File: src/rtl/hazard_stall_ctrl_pkg.sv
// Shared pipeline definitions for the hazard/stall controller: register and
// counter widths, FSM state encoding, memory-wait timeout limit and a
// register-match helper in which r0 never matches.
package hazard_stall_ctrl_pkg;

    localparam int unsigned REG_W       = 5;
    localparam int unsigned STALL_CNT_W = 16;
    localparam int unsigned WAIT_W      = 8;

    localparam logic [WAIT_W-1:0] TIMEOUT_LIMIT = 8'd255;

    typedef enum logic {
        RUN      = 1'b0,
        MEM_WAIT = 1'b1
    } state_t;

    // A writer to r0 never creates a dependence.
    function automatic logic reg_match(input logic [REG_W-1:0] src,
                                       input logic [REG_W-1:0] dst);
        return (dst != '0) && (src == dst);
    endfunction

endpackage

File: src/rtl/hazard_stall_ctrl_if.sv
// Pipeline-side bundle of the hazard/stall controller.
//   master : pipeline (drives ID/EX/MEM fields and dmem status, reads controls)
//   slave  : controller (reads fields, drives enables, mux select, counters)
interface hazard_stall_ctrl_if;
    import hazard_stall_ctrl_pkg::*;

    logic [REG_W-1:0]       id_rs;
    logic [REG_W-1:0]       id_rt;
    logic                   id_uses_rs;
    logic                   id_uses_rt;
    logic                   id_branch;
    logic [REG_W-1:0]       ex_rd;
    logic [REG_W-1:0]       mem_rd;
    logic                   ex_regwrite;
    logic                   ex_memread;
    logic                   mem_memread;
    logic                   branch_taken;
    logic                   dmem_req;
    logic                   dmem_ready;
    logic                   pc_write;
    logic                   ifid_write;
    logic                   bubble_sel;
    logic                   ifid_flush;
    logic                   pipe_freeze;
    logic [STALL_CNT_W-1:0] stall_cnt;
    logic                   mem_timeout;

    modport master (
        output id_rs, id_rt, id_uses_rs, id_uses_rt, id_branch,
               ex_rd, mem_rd, ex_regwrite, ex_memread, mem_memread,
               branch_taken, dmem_req, dmem_ready,
        input  pc_write, ifid_write, bubble_sel, ifid_flush, pipe_freeze,
               stall_cnt, mem_timeout
    );

    modport slave (
        input  id_rs, id_rt, id_uses_rs, id_uses_rt, id_branch,
               ex_rd, mem_rd, ex_regwrite, ex_memread, mem_memread,
               branch_taken, dmem_req, dmem_ready,
        output pc_write, ifid_write, bubble_sel, ifid_flush, pipe_freeze,
               stall_cnt, mem_timeout
    );

endinterface

File: src/rtl/hazard_stall_ctrl_cmp.sv
// hazard_cmp: purely combinational dependence detection for the ID stage.
//   inputs : ID source regs and read flags, branch flag, EX/MEM dest regs and
//            their write/load control bits
//   outputs: load_use (ID needs a load still in EX),
//            br_hazard (ID branch needs a value not yet forwardable to ID)
module hazard_cmp
    import hazard_stall_ctrl_pkg::*;
(
    input  logic [REG_W-1:0] id_rs,
    input  logic [REG_W-1:0] id_rt,
    input  logic             id_uses_rs,
    input  logic             id_uses_rt,
    input  logic             id_branch,
    input  logic [REG_W-1:0] ex_rd,
    input  logic             ex_regwrite,
    input  logic             ex_memread,
    input  logic [REG_W-1:0] mem_rd,
    input  logic             mem_memread,
    output logic             load_use,
    output logic             br_hazard
);

    logic ex_rs_hit, ex_rt_hit, mem_rs_hit, mem_rt_hit;

    assign ex_rs_hit  = reg_match(id_rs, ex_rd);
    assign ex_rt_hit  = reg_match(id_rt, ex_rd);
    assign mem_rs_hit = reg_match(id_rs, mem_rd);
    assign mem_rt_hit = reg_match(id_rt, mem_rd);

    assign load_use = ex_memread &&
                      ((id_uses_rs && ex_rs_hit) || (id_uses_rt && ex_rt_hit));

    // A branch compares in ID, so any EX result and a load still in MEM are too late.
    assign br_hazard = id_branch &&
                       ((ex_regwrite && (ex_rs_hit || ex_rt_hit)) ||
                        (mem_memread && (mem_rs_hit || mem_rt_hit)));

endmodule

File: src/rtl/hazard_stall_ctrl.sv
// hazard_stall_ctrl: pipeline stall/flush/freeze control.
//   clk, rst_n : clock, asynchronous active-low reset
//   bus.slave  : ID/EX/MEM hazard fields, branch outcome, dmem handshake in;
//                pc_write, ifid_write, bubble_sel, ifid_flush, pipe_freeze
//                (combinational, same-cycle), stall_cnt, mem_timeout out
// Priority: reset > memory freeze > hazard bubble > taken-branch flush.
module hazard_stall_ctrl
    import hazard_stall_ctrl_pkg::*;
(
    input  logic               clk,
    input  logic               rst_n,
    hazard_stall_ctrl_if.slave bus
);

    state_t                 state, state_nxt;
    logic [STALL_CNT_W-1:0] stall_cnt;
    logic [WAIT_W-1:0]      wait_cnt;
    logic                   mem_timeout;
    logic                   load_use, br_hazard, hazard_c, freeze_c;
    logic                   pc_write_c, ifid_write_c, bubble_sel_c;
    logic                   ifid_flush_c, pipe_freeze_c;

    hazard_cmp u_cmp (
        .id_rs       (bus.id_rs),
        .id_rt       (bus.id_rt),
        .id_uses_rs  (bus.id_uses_rs),
        .id_uses_rt  (bus.id_uses_rt),
        .id_branch   (bus.id_branch),
        .ex_rd       (bus.ex_rd),
        .ex_regwrite (bus.ex_regwrite),
        .ex_memread  (bus.ex_memread),
        .mem_rd      (bus.mem_rd),
        .mem_memread (bus.mem_memread),
        .load_use    (load_use),
        .br_hazard   (br_hazard)
    );

    assign hazard_c = load_use || br_hazard;

    // Freeze starts in the very cycle the access misses, not one cycle later.
    assign freeze_c = ((state == MEM_WAIT) && !bus.dmem_ready) ||
                      ((state == RUN) && bus.dmem_req && !bus.dmem_ready);

    // Next-state decode
    always_comb begin
        state_nxt = state;
        unique case (state)
            RUN:      if (bus.dmem_req && !bus.dmem_ready) state_nxt = MEM_WAIT;
            MEM_WAIT: if (bus.dmem_ready)                  state_nxt = RUN;
            default:                                       state_nxt = RUN;
        endcase
    end

    // Pipeline control outputs; reset is folded in so the pipe is held while rst_n=0
    always_comb begin
        pc_write_c    = 1'b1;
        ifid_write_c  = 1'b1;
        bubble_sel_c  = 1'b0;
        ifid_flush_c  = 1'b0;
        pipe_freeze_c = 1'b0;
        if (!rst_n) begin
            pc_write_c   = 1'b0;
            ifid_write_c = 1'b0;
            bubble_sel_c = 1'b1;
        end else if (freeze_c) begin
            pipe_freeze_c = 1'b1;
            pc_write_c    = 1'b0;
            ifid_write_c  = 1'b0;
        end else if (hazard_c) begin
            pc_write_c   = 1'b0;
            ifid_write_c = 1'b0;
            bubble_sel_c = 1'b1;
        end else if (bus.branch_taken) begin
            ifid_flush_c = 1'b1;
        end
    end

    // FSM state, stall statistics and memory-wait watchdog
    always_ff @(posedge clk or negedge rst_n) begin
        if (!rst_n) begin
            state       <= RUN;
            stall_cnt   <= '0;
            wait_cnt    <= '0;
            mem_timeout <= 1'b0;
        end else begin
            state <= state_nxt;
            if (!pc_write_c && (stall_cnt != '1))
                stall_cnt <= stall_cnt + STALL_CNT_W'(1);
            if ((state == RUN) && (state_nxt == MEM_WAIT))
                wait_cnt <= '0;
            else if ((state == MEM_WAIT) && (wait_cnt != TIMEOUT_LIMIT))
                wait_cnt <= wait_cnt + WAIT_W'(1);
            // Sticky: set on the edge the counter reaches the limit; FSM keeps waiting.
            if ((state == MEM_WAIT) && (wait_cnt == (TIMEOUT_LIMIT - WAIT_W'(1))))
                mem_timeout <= 1'b1;
        end
    end

    assign bus.pc_write    = pc_write_c;
    assign bus.ifid_write  = ifid_write_c;
    assign bus.bubble_sel  = bubble_sel_c;
    assign bus.ifid_flush  = ifid_flush_c;
    assign bus.pipe_freeze = pipe_freeze_c;
    assign bus.stall_cnt   = stall_cnt;
    assign bus.mem_timeout = mem_timeout;

endmodule

File: src/flat_wrapper.sv
// flat-port wrapper written by rule: the top's interface ports become plain ports
module hazard_stall_ctrl_flat import hazard_stall_ctrl_pkg::*;
  (clk, rst_n, bus_id_rs, bus_id_rt, bus_id_uses_rs, bus_id_uses_rt, bus_id_branch, bus_ex_rd, bus_mem_rd, bus_ex_regwrite, bus_ex_memread, bus_mem_memread, bus_branch_taken, bus_dmem_req, bus_dmem_ready, bus_pc_write, bus_ifid_write, bus_bubble_sel, bus_ifid_flush, bus_pipe_freeze, bus_stall_cnt, bus_mem_timeout);
  hazard_stall_ctrl_if bus_i ();
  input  logic clk;
  input  logic rst_n;
  input wire logic [$bits(bus_i.id_rs)-1:0] bus_id_rs;
  input wire logic [$bits(bus_i.id_rt)-1:0] bus_id_rt;
  input wire logic [$bits(bus_i.id_uses_rs)-1:0] bus_id_uses_rs;
  input wire logic [$bits(bus_i.id_uses_rt)-1:0] bus_id_uses_rt;
  input wire logic [$bits(bus_i.id_branch)-1:0] bus_id_branch;
  input wire logic [$bits(bus_i.ex_rd)-1:0] bus_ex_rd;
  input wire logic [$bits(bus_i.mem_rd)-1:0] bus_mem_rd;
  input wire logic [$bits(bus_i.ex_regwrite)-1:0] bus_ex_regwrite;
  input wire logic [$bits(bus_i.ex_memread)-1:0] bus_ex_memread;
  input wire logic [$bits(bus_i.mem_memread)-1:0] bus_mem_memread;
  input wire logic [$bits(bus_i.branch_taken)-1:0] bus_branch_taken;
  input wire logic [$bits(bus_i.dmem_req)-1:0] bus_dmem_req;
  input wire logic [$bits(bus_i.dmem_ready)-1:0] bus_dmem_ready;
  output wire logic [$bits(bus_i.pc_write)-1:0] bus_pc_write;
  output wire logic [$bits(bus_i.ifid_write)-1:0] bus_ifid_write;
  output wire logic [$bits(bus_i.bubble_sel)-1:0] bus_bubble_sel;
  output wire logic [$bits(bus_i.ifid_flush)-1:0] bus_ifid_flush;
  output wire logic [$bits(bus_i.pipe_freeze)-1:0] bus_pipe_freeze;
  output wire logic [$bits(bus_i.stall_cnt)-1:0] bus_stall_cnt;
  output wire logic [$bits(bus_i.mem_timeout)-1:0] bus_mem_timeout;
  assign bus_i.id_rs = bus_id_rs;
  assign bus_i.id_rt = bus_id_rt;
  assign bus_i.id_uses_rs = bus_id_uses_rs;
  assign bus_i.id_uses_rt = bus_id_uses_rt;
  assign bus_i.id_branch = bus_id_branch;
  assign bus_i.ex_rd = bus_ex_rd;
  assign bus_i.mem_rd = bus_mem_rd;
  assign bus_i.ex_regwrite = bus_ex_regwrite;
  assign bus_i.ex_memread = bus_ex_memread;
  assign bus_i.mem_memread = bus_mem_memread;
  assign bus_i.branch_taken = bus_branch_taken;
  assign bus_i.dmem_req = bus_dmem_req;
  assign bus_i.dmem_ready = bus_dmem_ready;
  assign bus_pc_write = bus_i.pc_write;
  assign bus_ifid_write = bus_i.ifid_write;
  assign bus_bubble_sel = bus_i.bubble_sel;
  assign bus_ifid_flush = bus_i.ifid_flush;
  assign bus_pipe_freeze = bus_i.pipe_freeze;
  assign bus_stall_cnt = bus_i.stall_cnt;
  assign bus_mem_timeout = bus_i.mem_timeout;
  hazard_stall_ctrl u_core (.clk(clk), .rst_n(rst_n), .bus(bus_i));
endmodule
File: config.mk
export PLATFORM = sky130hd
export DESIGN_NAME = hazard_stall_ctrl_flat
export DESIGN_NICKNAME = d
export VERILOG_FILES = /design/src/rtl/hazard_stall_ctrl_pkg.sv /design/src/rtl/hazard_stall_ctrl_if.sv /design/src/rtl/hazard_stall_ctrl_cmp.sv /design/src/rtl/hazard_stall_ctrl.sv /design/src/flat_wrapper.sv
export SDC_FILE = /design/constraint.sdc
export NUM_CORES = 1
export LEC_CHECK = 0
export ABC_CLOCK_PERIOD_IN_PS = 1910
export BUFFER_PORTS_ARGS = -buffer_cell sky130_fd_sc_hd__buf_2
export CORE_MARGIN = 8
export CORE_UTILIZATION = 45
export CTS_CLUSTER_DIAMETER = 60
export DETAILED_ROUTE_END_ITERATION = 12
export PLACE_DENSITY = 0.73
export SYNTH_ARGS = -nofsm -noshare
export SYNTH_HDL_FRONTEND = slang
export SYNTH_SLANG_ARGS = --single-unit
File: constraint.sdc
create_clock -name clk -period 1.91 [get_ports clk]
set_input_delay 0.2865 -clock clk [delete_from_list [all_inputs] [get_ports clk]]
set_output_delay 0.2865 -clock clk [all_outputs]
set_load 0.1 [all_outputs]
# Word level (Yosys, flattened, before mapping)
# Index checks and enable logic that the tools add are counted.
# word_totals
ff_bits	26
latch_bits	0
mem_bits_rw	0
rom_bits	0
inputBits	31
out_inout_bits	22
wordCells	60
memories	0
# classes
add_sub_neg	2
multipliers	0
div_mod_pow	0
magnitude_cmp	0
eq_ne	7
shifts	0
n_mux	17
bitwise_logic	1
reduce_logical	29
# op_table
cell	n
$eq A5 B5 Y1	4
$logic_and A1 B1 Y1	18
$add A16 B1 Y16 const B	1
$mux W8	2
$ne A16 B16 Y1 const B	1
$mux W1	14
$reduce_bool A5 Y1	2
$add A8 B1 Y8 const B	1
$eq A8 B8 Y1 const B	1
$ne A8 B8 Y1 const B	1
$logic_or A1 B1 Y1	6
$logic_not A1 Y1	2
$pmux W1 S2	1
$reduce_bool A2 Y1	1
$not A1 Y1	1

# Depth between registers and ports, before layout
# logic_depth
ltp_word	12
mapped_depth	8
mapped_depth_nobuf	7

# Modules after synthesis
# Synthesis repeated with hierarchy kept, for this count alone.
# hier_totals
hier_cells	163
hier_area_um2	1604.0
# by_module_without_submodules
module	n_inst	cells_per_inst	area_each_um2	seq_area_each_um2
hazard_stall_ctrl	1	127	1332.5	650.6
hazard_cmp	1	36	271.5	0.0

# Worst setup path before layout
# OpenSTA, ideal clock, no wires.
# synth_path
path_kind	input port to output port
start	input bus_ex_rd[1]
end	output bus_bubble_sel
arrival_ps	3425
required_ps	1623
slack_ps	-1802
path_stages	6
path_buffers	0
cell_sequence	xor2_1 > nor3_2 > nand3_1 > o32a_2 > and3_2 > o21ai_0
# synth_between
elab_chain_cells	10
elab_cells_between_ends	17
classes_between	2 x eq/ne; 3 x mux; 12 x reduce/logical
# synth_lines
item	line_no	source
start: declaration	flat_wrapper.sv:12	input wire logic [$bits(bus_i.ex_rd)-1:0] bus_ex_rd;
$eq A5 B5 Y1 / $reduce_bool A5 Y1 (equally long branches)	hazard_stall_ctrl_pkg.sv:20	return (dst != '0) && (src == dst);
$logic_and A1 B1 Y1	hazard_stall_ctrl_pkg.sv:20	
$logic_or A1 B1 Y1	hazard_stall_ctrl_cmp.sv:35	((ex_regwrite && (ex_rs_hit || ex_rt_hit)) ||
$logic_and A1 B1 Y1	hazard_stall_ctrl_cmp.sv:35	
$logic_or A1 B1 Y1	hazard_stall_ctrl_cmp.sv:35	
$logic_and A1 B1 Y1	hazard_stall_ctrl_cmp.sv:34	assign br_hazard = id_branch &&
$logic_or A1 B1 Y1 *	hazard_stall_ctrl.sv:38	assign hazard_c = load_use || br_hazard;
$mux W1 *	hazard_stall_ctrl.sv:69	end else if (hazard_c) begin
$mux W1 *	hazard_stall_ctrl.sv:65	end else if (freeze_c) begin
$mux W1 *	hazard_stall_ctrl.sv:61	if (!rst_n) begin
end: declaration	flat_wrapper.sv:22	output wire logic [$bits(bus_i.bubble_sel)-1:0] bus_bubble_sel;
# Mark *: on every way between the ends. The rest lies on a longest branch, timed or not.

# Worst setup path after layout
# layout_path
start	input bus_ex_rd[3]
end	output bus_ifid_flush
# layout_between
elab_chain_cells	10
elab_cells_between_ends	17
classes_between	2 x eq/ne; 3 x mux; 12 x reduce/logical
# layout_lines
item	line_no	source
$eq A5 B5 Y1 / $reduce_bool A5 Y1 (equally long branches)	hazard_stall_ctrl_pkg.sv:20	
$logic_and A1 B1 Y1	hazard_stall_ctrl_pkg.sv:20	
$logic_or A1 B1 Y1	hazard_stall_ctrl_cmp.sv:35	
$logic_and A1 B1 Y1	hazard_stall_ctrl_cmp.sv:35	
$logic_or A1 B1 Y1	hazard_stall_ctrl_cmp.sv:35	
$logic_and A1 B1 Y1	hazard_stall_ctrl_cmp.sv:34	
$logic_or A1 B1 Y1 *	hazard_stall_ctrl.sv:38	
$mux W1 *	hazard_stall_ctrl.sv:69	
$mux W1 *	hazard_stall_ctrl.sv:65	
$mux W1 *	hazard_stall_ctrl.sv:61	
end: declaration	flat_wrapper.sv:23	output wire logic [$bits(bus_i.ifid_flush)-1:0] bus_ifid_flush;
# Marked as above.

==> out/metrics.csv <==
metric,value,unit
status,"complete, but fails checks",
violations in the final reports,negative setup slack,
library cell appearing most often on the critical path,sky130_fd_sc_hd__and3_4,
total chip power,2.24,mW
final worst-path cycle share,1.12,
fin. max-slew vios,0,
register area,683,um^2
Synth Warn #,0,
final cell area excluding filler cells,0.00233,mm^2
io pins,53,
# rows,21,
Final Non-Filler Cells,285,
cell-by-cell trace of the critical path,buf_6 > or4_4 > o211ai_2 > o32a_4 > and3_4 > and3_4 > buf_12,
# DRC,0,
class of the worst hold path,in2async,
global route overflow,0,
number of DRC violations after detailed-routing iteration 0,65,
starting density of the core,0.474,
largest net degree at the start of global routing,27,
power per unit of standard cell area,963,mW/mm^2
time the worst path needs with I/O delays and setup,2.13,ns
Critical R2R Launch,u_core.bus.stall_cnt[0]$_DFFE_PN0P_,
Post-Synthesis Cell Area,0.00161,mm^2
Reg-to-Reg End,u_core.bus.stall_cnt[1]$_DFFE_PN0P_,
global placer's final weighted congestion,0.867,
worst-case headroom to the max-slew limit,0.670,
CTS tree,done,
Async SR Flop Fraction,1.00,
net count after synthesis,198,
filler cell count,275,
area of the placeable core,0.00339,mm^2
cell types with the largest area share after synthesis,"sky130_fd_sc_hd__dfrtp_1 (40%), sky130_fd_sc_hd__xnor2_1 (15%), sky130_fd_sc_hd__xor2_1 (6.0%)",
number of buffers created by CTS,3,
"commonest cells after routing, fill and taps aside","sky130_fd_sc_hd__buf_2 (46), sky130_fd_sc_hd__xnor2_1 (28), sky130_fd_sc_hd__buf_4 (21), sky130_fd_sc_hd__nand2_1 (15)",
Die X,75.8,um
"number of placed instances, taps included",277,
nets,274,
Worst Hold Slack,0.0375,ns
number of failing hold endpoints at the final stage,0,
part of the Yosys area used for sequential elements,0.405,
routed vias,1457,
Yosys reg bits,26,
H-tree depth,1,
share of cells above drive strength 1,0.498,
Detailed Routing Iterations Pass 1,4,
clk slew on worst S/H paths,0.14,ns
wire length of the first global-routing pass,6.71,mm
ys flop type,sky130_fd_sc_hd__dfrtp_1,
worst-case clock buffer depth,2,
CP Class,in2out,
global-route usage over all layers,0.150,
post-route worst setup slack,-0.221,ns
library cell used as clock root buffer,sky130_fd_sc_hd__clkbuf_4,
top cell type's share of synthesized area,0.405,
# setup viols final,4,
initial antenna violation count,0,
"most common cell after layout, fill and taps aside",sky130_fd_sc_hd__buf_2,
CP startpoint kind,primary input,
worst reg-to-reg setup slack,0.07,ns
Total Neg Setup Slack,-0.654,ns
vertical die dimension,75.8,um
maximum resistive drop on vdd,0.547,mV
max-cap violation count,0,
CP Data Arrival Time,1.84,ns
number of antenna repair diodes,0,
placed inst area,0.00220,mm^2
required time of the critical path,1.62,ns
area of the die,0.00574,mm^2
detailed placer's ending HPWL,3.21,mm
endpoint type of the worst setup path,output port,
antenna-violating nets left,0,
port buffer count,52,
worst r2r path cells,6,
Synth Instances,164,
pin slew with the least headroom to its limit,0.499,ns
Clock Skews,0.0112,ns
delay of the slowest critical-path stage,0.54,ns
Unique masters post-synth,37,
leakage power,1.01,nW
biggest area consumer among synthesized cells,sky130_fd_sc_hd__dfrtp_1,
clock net sink count,26,
Max Fanout on Critical Path,2,
clock latency reported for the late side of the worst-skew pair,0.32,ns
routed length per instance,14.0,um
detailed-route wire length,4.00,mm
mean instance size in the synthesized netlist,9.80,um^2
number of flops mapped to enable cells by yosys,0,
setup repair after global routing missed its margin,yes,
critical-path cell with the highest stage delay,sky130_fd_sc_hd__or4_4,
via/cell ratio,5.11,
vias in the first global route,1584,
layout overhead on the synthesized area,45.0,%
achievable clock frequency,469,MHz
Multi-input gate area,0.00102,mm^2
cell type report:
type,instances,share of cell area
Timing Repair Buffer,74,0.223
Clock buffer,4,0.0156
Sequential cell,26,0.293
Inverter,3,0.00644
Tap cell,46,0.0247
Multi-Input combinational cell,132,0.437
report_power, final:
part	leakage [nW]	switching, mW	internal (mW)	total [mW]
Combinational	0.669	0.829	0.347	1.18
Clock	0.0210	0.158	0.116	0.274
Sequential	0.321	0.119	0.676	0.795
registers in the layout, summed over array words and instances (netlist names):
signal / flops
u_core.wait_cnt: 8
u_core.state: 1
u_core.bus.mem_timeout: 1
u_core.bus.stall_cnt: 16
critical path, delay by kind of cell:
| family | cells | cell delay (ns) |
|---|---|---|
| and+or+nand+nor | 3 | 0.92 |
| AOI/OAI and AO/OA | 2 | 0.37 |
| buffers and inverters | 2 | 0.26 |
cell families after synthesis:
family | synth area share
simple gates | 0.263
xor+xnor | 0.213
flops | 0.405
compound gates | 0.0576
buf+inv | 0.0218
fa+ha+maj | 0.0234
mux | 0.0164
how the worst max path moves through the flow:
stage | start | endpoint | cells past startpoint
floorplan | bus_ex_rd[1] | bus_pc_write | 8
global placement | bus_ex_rd[1] | bus_ifid_flush | 7
detailed placement | bus_ex_rd[1] | bus_ifid_flush | 7
CTS | bus_ex_rd[3] | bus_ifid_flush | 7
global route | bus_ex_rd[3] | bus_ifid_flush | 7
finish | bus_ex_rd[3] | bus_ifid_flush | 7
what timing repair did:
action | in CTS | in global routing
resized for setup | 5 | 4
hold buffers | 1 | 0
pin swaps | 5 | 10
buffers inserted | 2 | 1
setup endpoints to repair | 4 | 13
endpoints found under the hold margin | 26 | 0
per-stage QoR:
| step | setup WS, ns | util |
|---|---|---|
| global route | -0.245 | 0.687 |
| floorplan | -0.500 | - |
| global placement | -0.243 | 0.650 |
| finish | -0.221 | 0.687 |
| CTS | -0.222 | 0.679 |
| detailed placement | -0.262 | 0.650 |
metal layers:
layer	GRT usage	vias up	routed length, um	share of wire
li1	-	726	-	-
met1	0.172	679	1740	0.43
met2	0.262	46	1970	0.49
met3	0.0316	6	227	0.057
met4	0.0618	0	60	0.015
met5	0	-	0	0
synthesized netlist by cell type, types with 2 or more instances:
| master | count |
|---|---|
| sky130_fd_sc_hd__xnor2_1 | 28 |
| sky130_fd_sc_hd__dfrtp_1 | 26 |
| sky130_fd_sc_hd__nand2_1 | 15 |
| sky130_fd_sc_hd__nand3_1 | 13 |
| sky130_fd_sc_hd__nor2_1 | 13 |
| sky130_fd_sc_hd__xor2_1 | 11 |
| sky130_fd_sc_hd__nand4_1 | 10 |
| sky130_fd_sc_hd__and3_1 | 5 |
| sky130_fd_sc_hd__and2_1 | 4 |
| sky130_fd_sc_hd__o21ai_0 | 4 |
| sky130_fd_sc_hd__ha_1 | 3 |
| sky130_fd_sc_hd__inv_1 | 3 |
| sky130_fd_sc_hd__nor3_1 | 3 |
| sky130_fd_sc_hd__nand3_2 | 2 |
| sky130_fd_sc_hd__or3_1 | 2 |
No activity file was read; power rests on OpenSTA's default activity.
